[config.mk]
export PLATFORM = sky130hd
export DESIGN_NAME = pr_decouple_ctrl
export DESIGN_NICKNAME = d
export VERILOG_FILES = /design/src/rtl/pr_decouple_ctrl.sv
export SDC_FILE = /design/constraint.sdc
export NUM_CORES = 1
export LEC_CHECK = 0
export ABC_CLOCK_PERIOD_IN_PS = 3000
export CAP_MARGIN = 20
export CORE_ASPECT_RATIO = 1.2
export CORE_MARGIN = 5
export CORE_UTILIZATION = 52
export CTS_BUF_LIST = sky130_fd_sc_hd__clkbuf_16
export CTS_CLUSTER_SIZE = 10
export DETAILED_ROUTE_END_ITERATION = 8
export PLACE_DENSITY_LB_ADDON = 0.12
export SLEW_MARGIN = 25
export SYNTH_ARGS = -nofsm -noshare
export SYNTH_HDL_FRONTEND = slang
export SYNTH_SLANG_ARGS = --single-unit
[constraint.sdc]
create_clock -name clk -period 3 [get_ports clk]
set_input_delay 0.6 -clock clk [delete_from_list [all_inputs] [get_ports clk]]
set_output_delay 0.6 -clock clk [all_outputs]
set_load 0.02 [all_outputs]
[src/rtl/pr_decouple_ctrl.sv]
// Partial-reconfiguration sequencer for one RM partition: drains, decouples, launches the ICAP
// transfer, resets the new RM, recouples and reports done or a sticky error.
module pr_decouple_ctrl #(
  parameter int unsigned DRAIN_CYCLES   = 16,
  parameter int unsigned RST_CYCLES     = 8,
  parameter int unsigned SETTLE_CYCLES  = 4,
  parameter int unsigned TIMEOUT_CYCLES = 1000000,
  parameter int unsigned CNT_W          = 32
) (
  input  logic       clk,
  input  logic       rst,
  input  logic       pr_req,
  input  logic       err_clr,
  input  logic       icap_done,
  input  logic       icap_err,
  output logic       icap_start,
  output logic       couple_en,
  output logic       rm_rstn,
  output logic       pr_busy,
  output logic       pr_done,
  output logic       pr_error,
  output logic [2:0] state
);

  typedef enum logic [2:0] {
    StIdle     = 3'd0,
    StDrain    = 3'd1,
    StStart    = 3'd2,
    StReconfig = 3'd3,
    StResetRm  = 3'd4,
    StRecouple = 3'd5,
    StDone     = 3'd6,
    StError    = 3'd7
  } state_e;

  localparam logic [CNT_W-1:0] DrainLoad   = CNT_W'(DRAIN_CYCLES - 1);
  localparam logic [CNT_W-1:0] RstLoad     = CNT_W'(RST_CYCLES - 1);
  localparam logic [CNT_W-1:0] SettleLoad  = CNT_W'(SETTLE_CYCLES - 1);
  localparam logic [CNT_W-1:0] TimeoutLoad = CNT_W'(TIMEOUT_CYCLES - 1);
  localparam logic [CNT_W-1:0] CntOne      = CNT_W'(1);

  state_e           state_q, state_d;
  logic [CNT_W-1:0] cnt_q, cnt_d;
  logic             cnt_zero;
  logic             icap_start_d, couple_en_d, rm_rstn_d, pr_busy_d, pr_done_d, pr_error_d;

  assign cnt_zero = (cnt_q == '0);
  assign state    = state_q;

  always_comb begin
    state_d = state_q;
    cnt_d   = cnt_q;
    unique case (state_q)
      StIdle: begin
        if (pr_req) begin
          state_d = StDrain;
          cnt_d   = DrainLoad;
        end
      end
      StDrain: begin
        if (cnt_zero) state_d = StStart;
        else          cnt_d   = cnt_q - CntOne;
      end
      StStart: begin
        state_d = StReconfig;
        cnt_d   = TimeoutLoad;
      end
      StReconfig: begin
        // A write failure outranks a simultaneous completion.
        if (icap_err) begin
          state_d = StError;
        end else if (icap_done) begin
          state_d = StResetRm;
          cnt_d   = RstLoad;
        end else if (cnt_zero) begin
          state_d = StError;
        end else begin
          cnt_d = cnt_q - CntOne;
        end
      end
      StResetRm: begin
        if (cnt_zero) begin
          state_d = StRecouple;
          cnt_d   = SettleLoad;
        end else begin
          cnt_d = cnt_q - CntOne;
        end
      end
      StRecouple: begin
        if (cnt_zero) state_d = StDone;
        else          cnt_d   = cnt_q - CntOne;
      end
      StDone: state_d = StIdle;
      StError: begin
        if (err_clr) begin
          state_d = StResetRm;
          cnt_d   = RstLoad;
        end
      end
      default: state_d = StIdle;
    endcase

    // Outputs are decoded from the next state so they are registered yet aligned with state.
    couple_en_d  = (state_d == StIdle) || (state_d == StDrain) ||
                   (state_d == StRecouple) || (state_d == StDone);
    rm_rstn_d    = (state_d == StIdle) || (state_d == StDrain) ||
                   (state_d == StStart) || (state_d == StDone);
    icap_start_d = (state_d == StStart);
    pr_done_d    = (state_d == StDone);
    pr_error_d   = (state_d == StError);
    pr_busy_d    = (state_d != StIdle) && (state_d != StError);
  end

  // Reset lands in RESET_RM so the boot path reuses the tail of a reconfiguration.
  always_ff @(posedge clk or posedge rst) begin
    if (rst) begin
      state_q    <= StResetRm;
      cnt_q      <= RstLoad;
      icap_start <= 1'b0;
      couple_en  <= 1'b0;
      rm_rstn    <= 1'b0;
      pr_busy    <= 1'b1;
      pr_done    <= 1'b0;
      pr_error   <= 1'b0;
    end else begin
      state_q    <= state_d;
      cnt_q      <= cnt_d;
      icap_start <= icap_start_d;
      couple_en  <= couple_en_d;
      rm_rstn    <= rm_rstn_d;
      pr_busy    <= pr_busy_d;
      pr_done    <= pr_done_d;
      pr_error   <= pr_error_d;
    end
  end

endmodule

Word-level counts from Yosys, hierarchy flattened
Cells that the tools add are included.
W data, S select, Z words.

storage, ports and cells
  memories kept = 0
  memory bits (writable) = 0
  output and inout port bits = 9
  input bits = 6
  register bits after elaboration = 41
  memory bits (read-only) = 0
  word-level logic and storage cells = 54
  bits in latches = 0

operators by class
  add/subtract/negate cells = 1
  equal/unequal tests = 16
  muxes and demuxes = 16
  reductions and logical operators = 13
  divide/modulo/power cells = 0
  shift operators = 0
  $mul = 0
  order comparisons = 0
  bitwise logic cells = 0

operators with widths
  operator                 count
  $mux W32                 6
  $pmux W32 S6             1
  $logic_not A32 Y1        1
  $sub A32 B1 Y32 const B  1
  $mux W3                  8
  $pmux W3 S8              1
  $eq A3 B3 Y1 const B     7
  $eq A3 B2 Y1 const B     3
  $eq A3 B1 Y1 const B     2
  $logic_not A3 Y1         2
  $ne A2 B2 Y1 const B     3
  $reduce_bool A6 Y1       1
  $logic_or A1 B1 Y1       5
  $reduce_and A4 Y1        1
  $ne A3 B3 Y1 const B     1
  $reduce_bool A3 Y1       1
  $reduce_or A2 Y1         1
  $logic_and A1 B1 Y1      1

Longest topological paths before layout
Gate-level depths: netlist of run 1.

  depth after elaboration = 9
  depth in mapped cells = 11
  mapped depth without buffers = 11

Least setup slack after synthesis of run 1
Ideal clock, no wire load.

  kind = reg-to-reg
  start = reg cnt_q[0]
  end = reg cnt_q[0]
  clock period less this slack = 2660 ps
  setup time = 73 ps
  stages on the path, launching flop included = 12
  required time = 2927 ps
  arrival = 2586 ps
  buffers on the path = 0
  setup slack = 340 ps
  cells stage by stage = dfstp_2 -> inv_1 -> ha_1 -> nor3b_1 -> nand4_1 -> nor3_1 -> inv_1 -> ha_1 -> or3_1 -> a21oi_1 -> a2111oi_0 -> a21oi_1

on the way
  word-level cells in the longest chain between the ends = 5
  elaborated cells on any way between the ends = 7
  classes of those cells = add/sub: 1; mux: 5; reduce/logical: 1

RTL lines
  what                                                         line        source
  start, declared                                              43          logic [CNT_W-1:0] cnt_q, cnt_d;
  start signal, assigned                                       118         cnt_q <= RstLoad;
  start signal, assigned                                       127         cnt_q <= cnt_d;
  $sub A32 B1 Y32 / $logic_not A32 Y1 (equally long branches)  -
  $mux W32                                                     61, 75, 90
  $mux W32                                                     72          end else if (icap_done) begin
  $mux W32                                                     70          if (icap_err) begin
  $pmux W32 S6 *                                               53          unique case (state_q)

Every way passes the cells marked *; elsewhere a longest branch is shown, timed or not. The select of a mux whose other input is x is not followed.
A chain may end at the register's enable or synchronous reset.

Worst setup path in the final report of run 1
  start = reg cnt_q[0]
  end = reg cnt_q[9]

The elaborated chain is that of the path after synthesis.

==> flow_summary.yaml, run 1 <==
run_status:
  outcome: "finished clean"
floorplanning:
  dieHeight_um: 87.5
  rows: 28
  core-area_mm2: 0.00490
  die_area_mm2: 0.00653
  fp.dieW_um: 74.6
  io_pins: 15
  initial_core_util_pct: 53.1
cts:
  h-tree-depth: 2
  cts.path.max_buffers: 2
  root_buffer: "clkbuf_16"
  cts_sinks: 41
  cts_setup_buffers: 0
  cts_made_buffers: 5
  ctsHoldBuffers: 0
  tritoncts: "built"
  cts_resized: 0
  clk_pin_slew_ns: 0.06
  worstSkewPairLatency_ns: 0.28
place:
  numPortBuffers: 14
  gp_congestion: 0.904
  post-dp-hpwl_um: 5180
  place_ws_ns: 0.316
logic_synthesis:
  synth_fa_ha_area_share_pct: 0.961
  synth_area_mm2: 0.00260
  synth.mux.area_fraction_pct: 0
  syn_avg_cell_area_um2: 8.71
  synth_top_family_by_area: "simple AND/OR/NAND/NOR gates"
  synth_edf_count: 0
  synth.most_common_cell: "dfrtp_1"
  synth_cell_type_count: 56
  synthXorXnorAreaFrac_pct: 0.336
  synth_fp_nets: 307
  yosys.area.top_type: "dfrtp_1"
  synth_warnings: 0
  synthSimpleGateAreaFrac_pct: 28.5
  ys.flop_type: "dfrtp_1"
  ys_seq_area_share_pct: 39.6
  async_reset_ff_share_pct: 100
  synthDominantCellAreaShare_pct: 34.6
  synth.area.top_cells: "dfrtp_1 (35%), a21oi_1 (5.4%), dfstp_2 (5.0%)"
  synth_common_cells: "dfrtp_1 (36), a21oi_1 (28), or3_1 (17), nor2_1 (15), o21ai_0 (15)"
  ys_ff_latch: 41
  netlist_instances: 299
  synth_compound_area_share_pct: 25.8
hold_path:
  hold_class: "flip-flop to flip-flop"
  hold_start: "cnt_q[0]$_DFFE_PP1P_"
route:
  vias: 2539
  routed_wl_um: 7190
  drt-initial-drc-count: 221
  drcViolationCount: 0
  vias_per_cell: 6.63
  drt-wirelength-per-cell_um: 18.8
  dr.pass1.iters: 5
  detail-route-antenna-nets: 0
timing:
  worst_pin_slew_ns: 0.704
  fin_crit_sh_pct: 91.0
  fmax_ghz: 0.366
  slew_violations: 0
  slew_headroom_pct: 53.1
  setup_slack_ns: 0.270
  setup_viol: 0
  hold_ws_ns: 0.541
  final_hold_viol_count: 0
  tns_ns: 0
  clock_skew_ns: 0.00684
  rsz0062_at_grt: "false"
  layout_min_cycle_time_ns: 2.73
worst_setup_path:
  criticalPathCategory: "flip-flop to flip-flop"
  worst-path-max-fanout: 13
  cp.required_ns: 3.18
  startpoint_type: "flip-flop"
  startpoint: "cnt_q[0]$_DFFE_PP1P_"
  timing.rr.start: "cnt_q[0]$_DFFE_PP1P_"
  worst_setup_path_end_kind: "flip-flop"
  arrival_ns: 2.91
finish:
  finish.utilization_pct: 62.5
  drive_gt1_share_pct: 17.0
  antenna_cells: 0
  fin_nets: 330
  synthToLayoutAreaGrowth_pct: 17.8
  num-fill-cells: 443
global_routing:
  grt_pass1_wl_um: 12100
  grt_antenna_before_repair: 0
  grt_max_degree: 42
  grt_pass1_vias: 2456
  grt.overflow.total: 0
  track_usage_pct: 24.2
power:
  peakVddDrop_v: 0.000667
  power_mw: 3.77
  p_leak_nw: 1.25
  powerDensity_mw_per_mm2: 1230
flow_run:
  max_cap_viol_count: 0
-- cell families (layout without fill, tap and decap cells) --
group	count (synthesis)	in the layout
compound gates	102	102
simple gates	124	124
fa+ha+maj	2	2
xor+xnor	1	1
buf+inv	29	53
flops	41	41
-- state kept, by name, indices dropped and copies added (netlist names) --
signal,count
pr_busy,1
cnt_q,32
pr_done,1
rm_rstn,1
icap_start,1
couple_en,1
pr_error,1
state,3
-- stage by stage --
| stage | cell area [µm²] | instances |
|---|---|---|
| 3_3_place_gp | 2890 | 375 |
| 4_1_cts | 3070 | 383 |
| 6_report | 3070 | 383 |
| 5_1_grt | 3070 | 383 |
| 2_1_floorplan | 2600 | 299 |
| 3_5_place_dp | 2900 | 375 |
-- report_power, final --
| part | internal, mW | switching, mW | leakage, nW |
|---|---|---|---|
| logic | 0.862 | 1.31 | 0.635 |
| clock network | 0.394 | 0.221 | 0.0800 |
| registers | 0.754 | 0.223 | 0.536 |
-- routing by layer --
layer  global-route usage, %  vias up  share of wire [%]
li1                        -     1222                  -
met1                    30.8     1211                 42
met2                    39.6       85                 50
met3                    4.85       21                5.3
met4                    10.4        0                2.7
met5                       0        -                  0
-- path summary, 6_finish.rpt --
kind	to	slack [ns]	depth (start not counted)
worst max-delay path	cnt_q[9]$_DFFE_PP0P_	0.27	8
min in group asynchronous	cnt_q[18]$_DFFE_PP0P_	0.75	3
worst min register to register	cnt_q[0]$_DFFE_PP1P_	0.54	2
worst min-delay path	cnt_q[0]$_DFFE_PP1P_	0.54	2
worst max register to register	cnt_q[9]$_DFFE_PP0P_	0.27	8
max in group asynchronous	cnt_q[29]$_DFFE_PP0P_	1.87	3
-- final cells by class --
cell class | instances | area, µm² | area share, %
clock buffers | 5 | 125 | 4.08
clock inverters | 3 | 46.3 | 1.51
inverters | 12 | 45.0 | 1.47
multi-input cells | 229 | 1460 | 47.6
flip-flops and latches | 41 | 1030 | 33.7
well taps | 60 | 75.1 | 2.45
repair buffers | 33 | 283 | 9.22
-- critical path: stages, from the launching register on --
cell and delay [ns]:
dfstp_2 0.57, inv_1 0.07, ha_1 0.23, nor3b_1 0.16
buf_4 0.15, and4_1 0.33, a31oi_1 0.63, nor2_1 0.19
a311oi_1 0.29
-- layout by cell type (no fill, tap or decap), types with 3 or more instances in the layout --
cell type and n:
clkbuf_16 5, nand2_1 14, and4_1 3, o31ai_1 13, nand4_1 7, o2111ai_1 3
o21ai_0 15, nand3_1 5, a211oi_1 3, nor2b_1 3, or4_1 14, a31oi_1 7
or2_2 11, or3_1 17, a21oi_1 28, dfrtp_1 36, nor2_1 15, nor4_1 11
nor3_1 8, o211ai_1 9, dfstp_2 5, inv_1 12, and2_1 3, clkdlybuf4s50_1 14
buf_4 19
No activity file was read; power rests on OpenSTA's default activity.
==> run 2: changes to the inputs <==
--- a/config.mk
+++ b/config.mk
@@ -10,10 +10,11 @@
 export CORE_ASPECT_RATIO = 1.2
 export CORE_MARGIN = 5
 export CORE_UTILIZATION = 52
-export CTS_BUF_LIST = sky130_fd_sc_hd__clkbuf_16
+export CTS_BUF_LIST = sky130_fd_sc_hd__clkbuf_8
 export CTS_CLUSTER_SIZE = 10
 export DETAILED_ROUTE_END_ITERATION = 8
 export PLACE_DENSITY_LB_ADDON = 0.12
+export SETUP_SLACK_MARGIN = 0.4
 export SLEW_MARGIN = 25
 export SYNTH_ARGS = -nofsm -noshare
 export SYNTH_HDL_FRONTEND = slang
==> flow_summary.yaml, run 2 (same netlist as run 1, synthesis figures left out) <==
floorplanning:
  rows: 28
  die_area_mm2: 0.00653
  io_pins: 15
  core-area_mm2: 0.00490
  initial_core_util_pct: 53.1
  fp.dieW_um: 74.6
  dieHeight_um: 87.5
finish:
  finish.utilization_pct: 61.5
  fin_nets: 326
  largest_reg_flops: 32
  final_common_cell: "dfrtp_1"
  final_cell_mix: "dfrtp_1 (35), a21oi_1 (28), or3_1 (17), nor2_1 (15), o21ai_0 (15)"
  antenna_cells: 0
  drive_gt1_share_pct: 18.8
  regMostFlops: "cnt_q"
  synthToLayoutAreaGrowth_pct: 15.9
power:
  peakVddDrop_v: 0.000687
  combinationalPowerShare_pct: 58.3
  p_leak_nw: 1.21
  p_sw_share_pct: 49.0
  internal_power_mw: 1.80
  sequentialPowerShare_pct: 28.7
  clockPowerShare_pct: 13.0
  switching_power_mw: 1.73
  powerDensity_mw_per_mm2: 1170
timing:
  layout_min_cycle_time_ns: 2.48
  tns_ns: 0
  slew_headroom_pct: 56.6
  final_hold_viol_count: 0
  setup_viol: 0
  slew_violations: 0
  fin_crit_sh_pct: 82.5
  rsz0062_at_grt: "true"
  worst_pin_slew_ns: 0.645
  clock_skew_ns: 0.00545
  fmax_ghz: 0.404
route:
  vias_per_cell: 6.77
  drt-wirelength-per-cell_um: 19.1
  drt-initial-drc-count: 161
  vias: 2566
  detail-route-antenna-nets: 0
  drcViolationCount: 0
  dr.pass1.iters: 4
  routed_wl_um: 7230
worst_setup_path:
  criticalPathCategory: "flip-flop to flip-flop"
  cp_common_cell: "or4_4"
  crit_slowest_cell: "or4_4"
  crit_buf_inv: 0
  arrival_ns: 2.71
  cp.required_ns: 3.23
  startpoint_type: "flip-flop"
  cpPeakStageDelay_ns: 0.58
  worst-path-max-fanout: 8
  critical-path-top-delay-family: "simple AND/OR/NAND/NOR gates"
  worst_setup_path_end_kind: "flip-flop"
  cp_cell_sequence: "or4_4 -> or4_4 -> or4_1 -> or3_1 -> a21oi_1"
place:
  gp_congestion: 0.841
  numPortBuffers: 14
  post-dp-hpwl_um: 5070
cts:
  cts_made_buffers: 5
  tritoncts: "built"
  root_buffer: "clkbuf_8"
  cts.path.max_buffers: 2
  cts_sinks: 41
  h-tree-depth: 2
  clk_pin_slew_ns: 0.09
  worstSkewPairLatency_ns: 0.30
  ctsHoldBuffers: 0
global_routing:
  grt_pass1_wl_um: 11700
  grt_pass1_vias: 2471
  track_usage_pct: 23.5
  grt.overflow.total: 0
  grt_antenna_before_repair: 0
  grt_max_degree: 42
run_status:
  outcome: "finished clean"
flow_run:
  max_cap_viol_count: 0
hold_path:
  hold_class: "flip-flop to flip-flop"
## run 2: timing repair
action                                  CTS  global route
pin swaps                                 0             1
endpoints found under the setup margin    8            14
gates resized for setup                   2             8
buffers inserted                          0             2
## run 2: metrics by stage
step / std cells / hold slack (ns) / instance area [µm²] / worst slack [ns] / total power [mW]
floorplan: 299 / 0.478 / 2610 / 0.491 / 2.36
global placement: 369 / 0.527 / 2850 / 0.291 / 2.93
detailed placement: 369 / 0.516 / 2850 / 0.322 / 2.95
CTS: 377 / 0.528 / 2970 / 0.450 / 3.42
global route: 379 / 0.566 / 3020 / 0.348 / 3.79
finish: 379 / 0.540 / 3020 / 0.525 / 3.53
## run 2: path summary, 6_finish.rpt
check | from | endpoint | slack [ns] | cells after the start
worst max register to register | cnt_q[19]$_DFFE_PP0P_ | cnt_q[29]$_DFFE_PP0P_ | 0.52 | 5
worst min-delay path | cnt_q[25]$_DFFE_PP0P_ | cnt_q[25]$_DFFE_PP0P_ | 0.54 | 1
min in group asynchronous | rst | icap_start$_DFF_PP0_ | 0.74 | 3
max in group asynchronous | rst | cnt_q[19]$_DFFE_PP0P_ | 1.86 | 3
worst min register to register | cnt_q[25]$_DFFE_PP0P_ | cnt_q[25]$_DFFE_PP0P_ | 0.54 | 1
worst max-delay path | cnt_q[19]$_DFFE_PP0P_ | cnt_q[29]$_DFFE_PP0P_ | 0.52 | 5
## run 2: final cells by class
cell class / instances / area (µm²)
Fill cell: 435 / 1890
Inverter: 12 / 45.0
Clock buffer: 5 / 68.8
Sequential cell: 41 / 1030
Clock inverter: 3 / 46.3
Multi-Input combinational cell: 229 / 1490
Tap cell: 60 / 75.1
Timing Repair Buffer: 29 / 256
## run 2: routing by layer
layer	vias up	global-route usage [%]	share of wire, %
met3	22	4.16	4.6
met1	1246	30.1	42
met5	-	0	0
li1	1212	-	-
met2	86	38.0	50
met4	0	11.5	3.1
## run 2: power by group through the flow
stage / clock (mW) / sequential (mW) / combinational (mW)
2_1_floorplan: 0 / 0.942 / 1.42
6_report: 0.458 / 1.02 / 2.06
3_3_place_gp: 0 / 0.992 / 1.94
4_1_cts: 0.466 / 0.996 / 1.96
3_5_place_dp: 0 / 1.00 / 1.95
5_1_grt: 0.489 / 1.05 / 2.25
==> run 3: changes to the inputs <==
--- a/config.mk
+++ b/config.mk
@@ -5,7 +5,7 @@
 export SDC_FILE = /design/constraint.sdc
 export NUM_CORES = 1
 export LEC_CHECK = 0
-export ABC_CLOCK_PERIOD_IN_PS = 3000
+export ABC_CLOCK_PERIOD_IN_PS = 2380
 export CAP_MARGIN = 20
 export CORE_ASPECT_RATIO = 1.2
 export CORE_MARGIN = 5
==> constraint.sdc (replaced) <==
create_clock -name clk -period 2.38 [get_ports clk]
set_input_delay 0.476 -clock clk [delete_from_list [all_inputs] [get_ports clk]]
set_output_delay 0.476 -clock clk [all_outputs]
set_load 0.02 [all_outputs]
==> flow_summary.yaml, run 3 (same netlist as run 1, synthesis figures left out) <==
run_status:
  outcome: "complete, but fails checks"
  violations: "negative setup slack"
timing:
  clock_skew_ns: 0.00685
  rsz0062_at_grt: "true"
  slew_violations: 0
  worst_pin_slew_ns: 0.639
  hold_ws_ns: 0.551
  setup_slack_ns: -0.0519
  layout_min_cycle_time_ns: 2.43
  final_hold_viol_count: 0
  tns_ns: -0.0762
  fin_crit_sh_pct: 102
  setup_viol: 2
  slew_headroom_pct: 57.1
  fmax_ghz: 0.411
route:
  drt-initial-drc-count: 190
  vias: 2892
  dr.pass1.iters: 6
  vias_per_cell: 6.68
  detail-route-antenna-nets: 0
  drt-wirelength-per-cell_um: 20.8
  drcViolationCount: 0
  routed_wl_um: 8990
power:
  sequentialPowerShare_pct: 19.3
  combinationalPowerShare_pct: 72.6
  clockPowerShare_pct: 8.1
  p_sw_share_pct: 45.7
  switching_power_mw: 2.92
  internal_power_mw: 3.47
  power_mw: 6.39
  p_leak_nw: 1.59
  powerDensity_mw_per_mm2: 1660
  peakVddDrop_v: 0.000938
hold_path:
  min_to: "cnt_q[27]$_DFFE_PP0P_"
  whs_path_depth: 1
  hold_class: "flip-flop to flip-flop"
  hold_start: "cnt_q[27]$_DFFE_PP0P_"
worst_setup_path:
  rr_worst_depth: 5
  r2r_end: "cnt_q[29]$_DFFE_PP0P_"
  startpoint_type: "flip-flop"
  timing.rr.start: "cnt_q[20]$_DFFE_PP0P_"
  worst-path-max-fanout: 3
  arrival_ns: 2.67
  criticalPathCategory: "flip-flop to flip-flop"
  reg2reg_setup_slack_ns: -0.05
  worst_setup_path_end_kind: "flip-flop"
  cp.required_ns: 2.62
finish:
  num-fill-cells: 311
  antenna_cells: 0
  seq_area_mm2: 0.00103
  largest_reg_flops: 32
  final_cell_mix: "buf_4 (55), dfrtp_1 (35), a21oi_1 (16), nand2_1 (14), or3_1 (14)"
  synthToLayoutAreaGrowth_pct: 47.5
  design_area_mm2: 0.00384
  finish.utilization_pct: 78.3
  final_cells: 433
  regMostFlops: "cnt_q"
  multi_input_comb_area_mm2: 0.00178
  drive_gt1_share_pct: 40.5
  fin_nets: 380
  final_common_cell: "buf_4"
place:
  gp_congestion: 0.977
  post-place-cells: 407
  post-dp-hpwl_um: 5560
  place_ws_ns: -0.160
  place_area_mm2: 0.00319
  numPortBuffers: 14
cts:
  tritoncts: "built"
  clk_pin_slew_ns: 0.08
  worstSkewPairLatency_ns: 0.30
  cts.path.max_buffers: 2
  cts_sinks: 41
  root_buffer: "clkbuf_8"
  cts_made_buffers: 5
  ctsHoldBuffers: 0
  h-tree-depth: 2
global_routing:
  grt_pass1_wl_um: 13700
  track_usage_pct: 27.5
  grt.overflow.total: 0
  grt_max_degree: 42
  grt_antenna_before_repair: 0
  grt_pass1_vias: 2852
floorplanning:
  rows: 28
  dieHeight_um: 87.5
  core-area_mm2: 0.00490
  fp.dieW_um: 74.6
  initial_core_util_pct: 53.1
  io_pins: 15
  die_area_mm2: 0.00653
flow_run:
  max_cap_viol_count: 0
run 3: changes by cell type in the layout (fill, tap and decap cells not counted), sizes merged:
cell           change
buf               +52
clkbuf             +3
clkdlybuf4s50      -2
dlygate4sd2        +2
bufbuf             +1
bufinv             -1
clkinvlp           -1
run 3: critical path: stages (launching register included):
cell,delay (ns)
dfrtp_1,0.43
or4_4,0.57
or4_4,0.45
or4_4,0.43
or3_1,0.34
a21oi_2,0.14
run 3: routing by layer:
metal | up-vias | GRT usage (%) | part of all wire (%)
met2 | 142 | 43.5 | 51
met3 | 34 | 5.54 | 6.1
met1 | 1393 | 34.8 | 40
li1 | 1323 | - | -
met4 | 0 | 14.9 | 3.0
met5 | - | 0 | 0
run 3: cell type report:
| type | count | share of cell area [%] |
|---|---|---|
| clock inverter | 1 | 0.130 |
| tap | 60 | 1.96 |
| multi-input combinational | 229 | 46.4 |
| clock buffer | 7 | 2.51 |
| timing repair buffer | 83 | 20.9 |
| sequential | 41 | 26.9 |
| inverter | 12 | 1.17 |
run 3: timing repair:
action | in CTS | in global routing
pin swaps | 20 | 18
gates cloned | 3 | 1
resized for setup | 30 | 47
buffers inserted | 10 | 4
endpoints found under the setup margin | 38 | 40
run 3: worst max-delay path by stage:
stage,to,startpoint,cells past startpoint,slack (ns)
after detailed placement,cnt_q[30]$_DFFE_PP0P_,icap_err,6,-0.16
final,cnt_q[29]$_DFFE_PP0P_,cnt_q[20]$_DFFE_PP0P_,5,-0.05
after global placement,cnt_q[15]$_DFFE_PP0P_,icap_err,7,-0.13
after floorplan,cnt_q[31]$_DFFE_PP0P_,cnt_q[22]$_DFFE_PP0P_,6,0.02
after CTS,cnt_q[23]$_DFFE_PP0P_,cnt_q[22]$_DFFE_PP0P_,9,0.03
after global routing,cnt_q[0]$_DFFE_PP1P_,cnt_q[26]$_DFFE_PP0P_,9,-0.12
run 3: power groups by stage:
stage	sequential [mW]	combinational, mW	clock, mW
2_1_floorplan	1.19	1.88	0
3_3_place_gp	1.18	3.12	0
3_5_place_dp	1.19	3.14	0
4_1_cts	1.19	3.82	0.527
5_1_grt	1.26	4.92	0.565
6_report	1.23	4.64	0.517
